$ cat config.mk
export PLATFORM = sky130hd
export DESIGN_NAME = nmr_seq_sram_arb
export DESIGN_NICKNAME = d
export VERILOG_FILES = /design/src/rtl/nmr_seq_sram_arb.sv
export SDC_FILE = /design/constraint.sdc
export NUM_CORES = 1
export LEC_CHECK = 0
export BUFFER_PORTS_ARGS = -buffer_cell sky130_fd_sc_hd__clkbuf_2
export CAP_MARGIN = 20
export CELL_PAD_IN_SITES_DETAIL_PLACEMENT = 1
export CELL_PAD_IN_SITES_GLOBAL_PLACEMENT = 1
export CORE_AREA = 2 2 290 292
export CTS_CLUSTER_DIAMETER = 120
export DETAILED_ROUTE_END_ITERATION = 10
export DIE_AREA = 0 0 292 294
export PLACE_DENSITY = 0.42
export SETUP_SLACK_MARGIN = 0.2
export SKIP_LAST_GASP = 1
export SYNTH_ARGS = -nofsm -noshare
export SYNTH_HDL_FRONTEND = slang
export SYNTH_SLANG_ARGS = --single-unit
$ cat constraint.sdc
create_clock -name CLK -period 5 [get_ports CLK]
set_input_delay 1 -clock CLK [delete_from_list [all_inputs] [get_ports CLK]]
set_output_delay 1 -clock CLK [all_outputs]
set_load 0.02 [all_outputs]
$ cat src/rtl/nmr_seq_sram_arb.sv
// Sequence-SRAM arbiter: sequencer port A has absolute priority, host port B uses a REQ/ACK FSM.
// Optional statistics counters are built when SEQ_SRAM_ARB_STAT_EN is defined.
module nmr_seq_sram_arb #(
    parameter int SRAM_ADDR_WIDTH   = 8,
    parameter int SRAM_DAT_WIDTH    = 128,
    parameter int SRAM_BYTEEN_WIDTH = 16,
    parameter int RD_LAT            = 2
) (
    input  logic                         CLK,
    input  logic                         RST_N,
    input  logic                         A_CS,
    input  logic [SRAM_ADDR_WIDTH-1:0]   A_ADDR,
    output logic [SRAM_DAT_WIDTH-1:0]    A_RD_DAT,
    output logic                         A_RD_VLD,
    input  logic                         SEQ_BUSY,
    input  logic                         B_REQ,
    input  logic                         B_WR,
    input  logic [SRAM_ADDR_WIDTH-1:0]   B_ADDR,
    input  logic [SRAM_DAT_WIDTH-1:0]    B_WR_DAT,
    input  logic [SRAM_BYTEEN_WIDTH-1:0] B_BYTEEN,
    output logic                         B_ACK,
    output logic                         B_ERR,
    output logic [SRAM_DAT_WIDTH-1:0]    B_RD_DAT,
    output logic [SRAM_ADDR_WIDTH-1:0]   SRAM_ADDR,
    output logic                         SRAM_CS,
    output logic                         SRAM_CLKEN,
    output logic                         SRAM_WR,
    output logic [SRAM_DAT_WIDTH-1:0]    SRAM_WR_DAT,
    output logic [SRAM_BYTEEN_WIDTH-1:0] SRAM_BYTEEN,
    input  logic [SRAM_DAT_WIDTH-1:0]    SRAM_RD_DAT,
    output logic [15:0]                  STAT_STALL_CNT,
    output logic [15:0]                  STAT_BLK_CNT
);

    typedef enum logic [1:0] {
        B_IDLE,
        B_ISSUE,
        B_WAIT,
        B_DONE
    } b_state_t;

    b_state_t                     state;
    logic                         lat_wr;
    logic [SRAM_ADDR_WIDTH-1:0]   lat_addr;
    logic [SRAM_DAT_WIDTH-1:0]    lat_dat;
    logic [SRAM_BYTEEN_WIDTH-1:0] lat_be;

    logic                         b_issue;
    logic                         b_rd_issue;
    logic                         reject;
    logic [RD_LAT-1:0]            tag_a;
    logic [RD_LAT-1:0]            tag_b;
    logic                         b_ret;

    assign b_issue    = (state == B_ISSUE) && !A_CS;
    assign b_rd_issue = b_issue && !lat_wr;
    assign reject     = (state == B_IDLE) && B_REQ && B_WR && SEQ_BUSY;

    assign SRAM_CLKEN = 1'b1;
    assign A_RD_DAT   = SRAM_RD_DAT;
    assign A_RD_VLD   = tag_a[RD_LAT-1];
    assign b_ret      = tag_b[RD_LAT-1];

    // Port A wins combinationally, so the sequencer path sees no added latency.
    always_comb begin
        SRAM_CS     = 1'b0;
        SRAM_ADDR   = '0;
        SRAM_WR     = 1'b0;
        SRAM_WR_DAT = '0;
        SRAM_BYTEEN = '1;
        if (A_CS) begin
            SRAM_CS   = 1'b1;
            SRAM_ADDR = A_ADDR;
        end else if (state == B_ISSUE) begin
            SRAM_CS     = 1'b1;
            SRAM_ADDR   = lat_addr;
            SRAM_WR     = lat_wr;
            SRAM_WR_DAT = lat_dat;
            SRAM_BYTEEN = lat_be;
        end
    end

    // Owner tags travel alongside the SRAM read pipeline; writes push nothing.
    generate
        if (RD_LAT == 1) begin : g_tag_1
            always_ff @(posedge CLK or negedge RST_N) begin
                if (!RST_N) begin
                    tag_a <= '0;
                    tag_b <= '0;
                end else begin
                    tag_a <= A_CS;
                    tag_b <= b_rd_issue;
                end
            end
        end else begin : g_tag_n
            always_ff @(posedge CLK or negedge RST_N) begin
                if (!RST_N) begin
                    tag_a <= '0;
                    tag_b <= '0;
                end else begin
                    tag_a <= {tag_a[RD_LAT-2:0], A_CS};
                    tag_b <= {tag_b[RD_LAT-2:0], b_rd_issue};
                end
            end
        end
    endgenerate

    always_ff @(posedge CLK or negedge RST_N) begin
        if (!RST_N) begin
            state    <= B_IDLE;
            lat_wr   <= 1'b0;
            lat_addr <= '0;
            lat_dat  <= '0;
            lat_be   <= '0;
            B_ACK    <= 1'b0;
            B_ERR    <= 1'b0;
            B_RD_DAT <= '0;
        end else begin
            B_ACK <= 1'b0;
            B_ERR <= 1'b0;
            case (state)
                B_IDLE: begin
                    if (B_REQ) begin
                        lat_wr   <= B_WR;
                        lat_addr <= B_ADDR;
                        lat_dat  <= B_WR_DAT;
                        lat_be   <= B_BYTEEN;
                        if (reject) begin
                            state <= B_DONE;
                            B_ACK <= 1'b1;
                            B_ERR <= 1'b1;
                        end else begin
                            state <= B_ISSUE;
                        end
                    end
                end
                B_ISSUE: begin
                    if (b_issue) begin
                        if (lat_wr) begin
                            state <= B_DONE;
                            B_ACK <= 1'b1;
                        end else begin
                            state <= B_WAIT;
                        end
                    end
                end
                B_WAIT: begin
                    if (b_ret) begin
                        B_RD_DAT <= SRAM_RD_DAT;
                        state    <= B_DONE;
                        B_ACK    <= 1'b1;
                    end
                end
                B_DONE: begin
                    state <= B_IDLE;
                end
                default: begin
                    state <= B_IDLE;
                end
            endcase
        end
    end

`ifdef SEQ_SRAM_ARB_STAT_EN
    logic [15:0] stall_cnt;
    logic [15:0] blk_cnt;

    always_ff @(posedge CLK or negedge RST_N) begin
        if (!RST_N) begin
            stall_cnt <= '0;
            blk_cnt   <= '0;
        end else begin
            if ((state == B_ISSUE) && A_CS && (stall_cnt != 16'hFFFF)) begin
                stall_cnt <= stall_cnt + 16'd1;
            end
            if (reject && (blk_cnt != 16'hFFFF)) begin
                blk_cnt <= blk_cnt + 16'd1;
            end
        end
    end

    assign STAT_STALL_CNT = stall_cnt;
    assign STAT_BLK_CNT   = blk_cnt;
`else
    assign STAT_STALL_CNT = '0;
    assign STAT_BLK_CNT   = '0;
`endif

endmodule

## Word-level counts from Yosys, hierarchy flattened

Cells that the tools add are included.

- Register bits after elaboration: 289
- Latch bits: 0
- Memory bits (writable): 0
- Memory bits (read-only): 0
- Input port bits: 294
- Logic and storage cells: 50
- Memories: 0

- Add/subtract/negate cells: 0
- $mul: 0
- Div/mod/pow operators: 0
- $lt $le $gt $ge: 0
- Equality and inequality tests: 6
- Shifts and indexed selects: 0
- Mux-type cells: 23
- Bitwise logic cells: 0
- Reductions and logical operators: 11

Operators with widths:

| kind | count |
|---|---|
| 128-bit 2-to-1 mux | 2 |
| 16-bit 2-to-1 mux | 2 |
| 8-bit 2-to-1 mux | 2 |
| 1-bit 2-to-1 mux | 11 |
| 2-bit 2-to-1 mux | 4 |
| 2-bit one-hot mux with 4 select lines | 1 |
| 2-bit != test, second input constant | 3 |
| 1-bit logical AND | 5 |
| 2-bit == test, second input constant | 2 |
| 2-bit AND reduction | 2 |
| 1-bit one-hot mux with 3 select lines | 1 |
| 3-bit AND reduction | 1 |
| 2-bit by 1-bit == test with 1-bit output, second input constant | 1 |
| 1-bit zero test | 2 |
| 2-bit zero test | 1 |

## Depth between registers and ports, before layout

Gate-level depths: netlist (run 1).

- Word-level depth: 7
- Gate-level depth with buffers: 7
- Gate-level depth less buffers: 5

## Worst setup path after synthesis (run 1)

Ideal clock, no wire load.

- Kind: input to output
- Start point: input port A_CS
- End point: output port SRAM_WR
- Data arrival time: 1,825 ps
- Slack: 2,175 ps
- Cell stages on the path: 4
- Cell sequence: and2b_1 clkbuf_2 clkbuf_1 and2_1

- Cells in the longest elaborated chain, start to end: 1

RTL lines:

| element | line | text |
|---|---|---|
| start, declared | 11 | `input logic A_CS,` |
| 1-bit 2-to-1 mux | 71 | `if (A_CS) begin` |
| end, declared | 27 | `output logic SRAM_WR,` |

Every way passes these cells.

## Final worst setup path (run 1)

- Start point: register state[1]
- End point: output port SRAM_WR_DAT[15]

- Cells in the longest elaborated chain, start to end: 3

RTL lines:

| element | line | text |
|---|---|---|
| start, declared | 42 | `b_state_t state;` |
| start signal, assigned | 110 | `state <= B_IDLE;` |
| start signal, assigned | 129 | `state <= B_DONE;` |
| start signal, assigned | 133 | `state <= B_ISSUE;` |
| 2-bit by 1-bit == test with 1-bit output | 74 | `end else if (state == B_ISSUE) begin` |
| 128-bit 2-to-1 mux | 74 |  |
| 128-bit 2-to-1 mux | 71 |  |
| end, declared | 28 | `output logic [SRAM_DAT_WIDTH-1:0] SRAM_WR_DAT,` |

Every way passes these cells.

==> results of run 1 <==
state kept, by name (all words and copies together) (netlist names):
name,flops
lat_wr,1
B_RD_DAT,128
tag_a,2
B_ACK,1
B_ERR,1
lat_addr,8
lat_dat,128
lat_be,16
tag_b,2
state,2
placed cells by master, fill, tap and decap left out:
cell          n
mux2_4       70
and2_1      129
a2bb2oi_1     1
inv_6         1
a22o_1        8
or2_2         1
buf_4         7
mux2_2      211
nand2_8       1
clkbuf_1     10
clkbuf_16    41
buf_8         1
and4_1        1
ha_1          5
nand2b_1     18
nor2b_1       1
buf_12        4
o2111ai_1     1
nand3_1       1
clkbuf_8      7
clkbuf_2    705
inv_1         2
clkinvlp_4    1
conb_1       33
dfrtp_1     289
diode_2       1
a211o_1       1
and2b_4       1
nand2_1       1
mux2i_1       2
nand2_4       1
clkinv_4      3
a21oi_1       2
clkinv_2      8
per-stage QoR:
| step | instance area, µm² | worst slack [ps] |
|---|---|---|
| after global placement | 17000 | 1340 |
| after floorplan | 13500 | 2180 |
| after CTS | 18200 | 954 |
| final | 18200 | 1130 |
| after detailed placement | 17000 | 1300 |
| after global routing | 18200 | 798 |
routing by layer:
metal	routed length (µm)	track usage, %	vias to the layer above
met5	75	0	-
met4	1870	4.75	12
met3	4560	4.37	89
met2	23300	18.2	455
met1	18000	11.7	4638
li1	-	-	4193
critical path, delay by kind of cell, from the launching register on:
family	cells	cell delay, ps
buffers and inverters	3	670
flip-flops	1	420
adder cells (fa/ha/maj)	1	300
AND/OR/NAND/NOR	2	840
how the worst min path moves through the flow:
stage,from,to,cells after the start
after floorplan,tag_a[0],tag_a[1],0
after global placement,tag_b[0],tag_b[1],0
after detailed placement,tag_b[0],tag_b[1],0
after CTS,tag_b[0],tag_b[1],0
after global routing,tag_b[0],tag_b[1],0
final,tag_b[0],tag_b[1],0
where the power goes:
group,internal [mW],leakage [nW],switching [mW]
combinational,2.12,5.25,2.52
sequential,3.53,3.40,0.627
clock,1.61,0.616,1.12
total,7.26,9.26,4.26
cell type report:
type	count	area [µm²]
diodes	1	2.50
clock buffers	58	1160
clock inverters	13	82.6
fillers	9431	64600
inverters	2	7.51
multi-input cells	489	4730
flip-flops and latches	289	7230
well taps	1080	1350
repair buffers	717	3680
cells by family after synthesis:
logic type / count (synthesis)
other: 2
flip-flops: 289
buffers and inverters: 211
AND/OR/NAND/NOR: 155
adder cells (fa/ha/maj): 5
multiplexers: 283
AO/OA/AOI/OAI: 13
==> run_results.csv, run 1 <==
group,metric,value,unit
run_status,status,"finished, final reports clean",
setup_path,cp_max_fo,87,
setup_path,start_kind,"flop",
sta,tns,0,ps
setup_path,max_stage_delay,640,ps
route,vias,9387,
floorplanning,die_area,85800,µm²
floorplanning,fp.dieH,294,µm
sta,rsz0062_at_grt,"no",
grt,grt_max_degree,110,
grt,grt-ovfl-total,0,
setup_path,crit_path_end_kind,"primary output",
clock_network,cts_setup_buffers,0,
floorplanning,core.rowCount,106,
setup_path,worstPathCellList,"inv_1 > ha_1 > and2b_4 > buf_12 > and2_1 > clkbuf_2",
yosys,synth_top_family_by_area,"multiplexers",
place,dp.cells,2577,
setup_path,ff2ff_setup_slack,2450,ps
setup_path,crit_type,"flop to primary output",
sta,clock.fmax,0.258,GHz
clock_network,h-tree-depth,2,
sta,slew_viol_final,0,
yosys,synth.mux.area_fraction,25.8,%
clock_network,clk_root_buffer_cell,"clkbuf_16",
yosys,synthAdderAreaFrac,0.469,%
yosys,ys_seq_elements,289,
clock_network,cts_resized,0,
place,place.gp.congestion,0.776,
setup_path,slowest_stage,"and2b_4",
floorplanning,start_util,16.1,%
route,wl_per_cell,18.0,µm
floorplanning,coreArea,82900,µm²
route,ant_nets,0,
clock_network,path_clk_slew,60,ps
clock_network,clkSinkCount,289,
final_layout,nets,1838,
setup_path,startpoint,"state[1]",
yosys,synth_top_area_cell,"dfrtp_1",
place,dp_hpwl,36600,µm
yosys,synth_cell_types,26,
clock_network,holdBufCountCts,0,
setup_path,r2r_cells,5,
final_layout,layoutNonFillerInstCount,2649,
route,via_per_inst,3.54,
grt,track_usage,10.7,%
route,first_iter_violations,187,
route,drc,0,
setup_path,cp.arrival,2870,ps
yosys,avgSynthCellArea,13.9,µm²
setup_path,cp-endpoint,"SRAM_WR_DAT[15]",
yosys,synth.most_common_cell,"dfrtp_1",
min_path,min_path_type,"flop to flop",
yosys,yosys.area_share.simple,7.25,%
yosys,synthTopCellsByCount,"dfrtp_1 (289), mux2_2 (211), buf_4 (173), and2_1 (129), mux2_4 (70)",
floorplanning,num_io_pins,740,
yosys,syn_area,13300,µm²
sta,worstMarginPinSlew,940,ps
yosys,synth_xor_area_share,0,%
route,wl,47800,µm
yosys,ys.flop_type,"dfrtp_1",
clock_network,cts_buffer_depth,3,
sta,max_slew_margin,37.4,%
sta,setup_viol,0,
final_layout,final_core_util,22.0,%
route,firstDrtPassIters,4,
clock_network,cts_buffers,40,
clock_network,cts_tree,"built",
yosys,synth-async-reset-ratio,100,%
yosys,synth-compound-area-share,0.797,%
sta,skew,13.4,ps
place,io_buffers,706,
sta,timing.final.hold_violations,0,
clock_network,insertion_delay,540,ps
pwr,power.density,632,nW/µm²
setup_path,required,4000,ps
setup_path,rr_startpoint,"state[1]",
grt,antenna_found_initial,11,
yosys,ys_seq_area_share,54.2,%
sta,holdWs,353,ps
job,maxCapViolations,0,
pwr,leakage,9.26,nW
final_layout,drive_above_1_share,67.8,%
yosys,synth_cells,958,
final_layout,area.growth.synth_to_final,36.7,%
yosys,synth_edf_count,0,
yosys,ys_warn_count,0,
floorplanning,die_width,292,µm
pwr,vdd_drop_max,207,µV
sta,fin_crit,3870,ps
grt,grt_pass1_wl,68600,µm
sta,post-route-period-util,77.4,%
yosys,synth_area_leaders,"dfrtp_1 (54%), mux2_2 (18%), buf_4 (9.7%)",
pwr,p_total,11.5,mW
setup_path,r2r-end,"lat_be[15]",
grt,grt_pass1_vias,10200,
yosys,synth.top_cell.area_share,54.2,%
Power figures use the tool's default switching activity.
==> run 2: changes to the inputs <==
- CORE_AREA: 2 2 290 292 -> 2 2 291 293
- DIE_AREA: 0 0 292 294 -> 0 0 293 295
- PLACE_DENSITY: 0.42 -> 0.44
- clock period: 5 -> 3.5 ns (I/O delays scaled with it)
==> run 2 against run 1 <==
  * Register-to-register slack worse by 1200 ps
  * Final cell count up 0.53%
  * Wire length grew 0.60%
  * Critical endpoint is now SRAM_WR_DAT[105]
  * Design area increased by 0.86%
==> run_results.csv, run 2 (synthesized netlist as in run 1, its figures left out) <==
group,metric,value,unit
pwr,swShare,36.9,%
floorplanning,start_util,16.0,%
floorplanning,die_width,293,µm
route,ant_nets,0,
sta,tns,0,ps
job,maxCapViolations,0,
place,dp.cells,2589,
sta,max_slew_margin,53.5,%
route,via_per_inst,3.50,
final_layout,layoutNonFillerInstCount,2663,
clock_network,cts_buffer_depth,3,
place,dpl_cell_area,17100,µm²
grt,grt-ovfl-total,0,
pwr,intPower,10.4,mW
setup_path,r2r-end,"lat_dat[95]",
grt,antenna_found_initial,10,
setup_path,cp_max_fo,62,
setup_path,crit_path_end_kind,"primary output",
clock_network,path_clk_slew,60,ps
floorplanning,core.rowCount,106,
pwr,p_clk_share,23.6,%
sta,clock.fmax,0.330,GHz
place,place.gp.congestion,0.751,
final_layout,final_area,18400,µm²
clock_network,clk_root_buffer_cell,"clkbuf_16",
place,io_buffers,706,
min_path,min_path_type,"input pin to asynchronous set/reset pin",
clock_network,holdBufCountCts,0,
final_layout,mostFrequentLayoutCells,"clkbuf_2 (705), dfrtp_1 (289), mux2_2 (211)",
sta,holdWs,159,ps
grt,grt_pass1_wl,68400,µm
final_layout,reg.largest.list,"B_RD_DAT: 128 flops, lat_dat: 128 flops, lat_be: 16 flops",
sta,slew_viol_final,0,
setup_path,cp.arrival,2330,ps
run_status,status,"finished, final reports clean",
clock_network,h-tree-depth,2,
pwr,switching_power,6.11,mW
pwr,leakage,9.34,nW
grt,grt_max_degree,77,
setup_path,r2r_cells,5,
floorplanning,coreArea,83200,µm²
final_layout,final_common_cell,"clkbuf_2",
sta,skew,25.8,ps
setup_path,ff2ff_setup_slack,1280,ps
clock_network,clkSinkCount,289,
sta,setup_viol,0,
setup_path,start_kind,"flop",
route,first_iter_violations,186,
setup_path,rr_startpoint,"state[0]",
route,wl,48000,µm
final_layout,area.growth.synth_to_final,37.9,%
grt,track_usage,10.6,%
route,wl_per_cell,18.0,µm
setup_path,required,2800,ps
clock_network,cts_buffers,39,
sta,rsz0062_at_grt,"no",
final_layout,nets,1851,
sta,worstMarginPinSlew,697,ps
sta,post-route-period-util,86.5,%
pwr,power.density,898,nW/µm²
route,vias,9313,
sta,timing.final.hold_violations,0,
floorplanning,fp.dieH,295,µm
clock_network,cts_tree,"built",
place,dp_hpwl,37300,µm
pwr,p_total,16.5,mW
sta,fin_crit,3030,ps
clock_network,insertion_delay,560,ps
setup_path,worstPathCellList,"inv_1 > ha_1 > and2b_4 > buf_12 > and2_1 > clkbuf_2",
floorplanning,die_area,86400,µm²
route,firstDrtPassIters,6,
setup_path,max_stage_delay,410,ps
grt,grt_pass1_vias,10300,
pwr,pwr-share-seq,36.1,%
floorplanning,num_io_pins,740,
setup_path,crit_type,"flop to primary output",
setup_path,slowest_stage,"dfrtp_1",
setup_path,worst-path-buf-inv,3,
final_layout,drive_above_1_share,68.0,%
pwr,vdd_drop_max,280,µV
route,drc,0,
setup_path,cp_top_family,"buffers and inverters",
pwr,comb_power_share,40.2,%
-- run 2: changes by cell type in the layout (fill, tap and decap cells not counted), moves of 2 or more --
cell       before  now
buf_4           7   15
clkinv_4        3    0
diode_2         1    4
clkinv_8        0    2
buf_12          4    7
clkbuf_16      41   39
-- run 2: timing repair --
| action | 4_1_cts | 5_1_grt |
|---|---|---|
| setup endpoints to repair | 36 | 27 |
| gates cloned | 2 | 0 |
| gates resized for setup | 0 | 2 |
| buffers inserted | 0 | 0 |
-- run 2: how the worst max path moves through the flow --
stage / start / end / cells after the start
after detailed placement: A_CS / SRAM_WR_DAT[56] / 5
after global placement: A_CS / SRAM_ADDR[7] / 5
after global routing: state[1] / SRAM_WR_DAT[105] / 6
after CTS: state[1] / SRAM_WR_DAT[21] / 5
final: state[1] / SRAM_WR_DAT[105] / 6
after floorplan: A_CS / SRAM_WR / 4
-- run 2: area by class of cell --
class	instances	area (µm²)
fill	9472	64800
clock inverter	12	125
tap	1080	1350
clock buffer	56	1120
timing repair buffer	729	3810
multi-input combinational	491	4750
sequential	289	7230
antenna	4	10.0
inverter	2	7.51
-- run 2: metal layers --
metal  wire length, µm  GRT usage (%)  part of all wire, %
met5                89              0                 0.19
met4              1080           3.15                  2.2
met3              5240           4.92                   11
met2             23700           18.4                   49
met1             17900           11.5                   37
-- run 2: through the flow --
step,util [%],setup slack [ps]
4_1_cts,22.1,265
5_1_grt,22.1,213
3_3_place_gp,20.6,675
3_5_place_dp,20.6,612
6_report,22.1,473
2_1_floorplan,-,1280
-- run 2: power groups by stage --
stage	clock [mW]	combinational [mW]	sequential [mW]
after floorplan	0	3.70	6.67
after global placement	0	6.65	6.02
after detailed placement	0	6.76	6.04
after CTS	4.12	6.80	6.02
after global routing	4.24	7.13	6.23
final	3.91	6.65	5.98
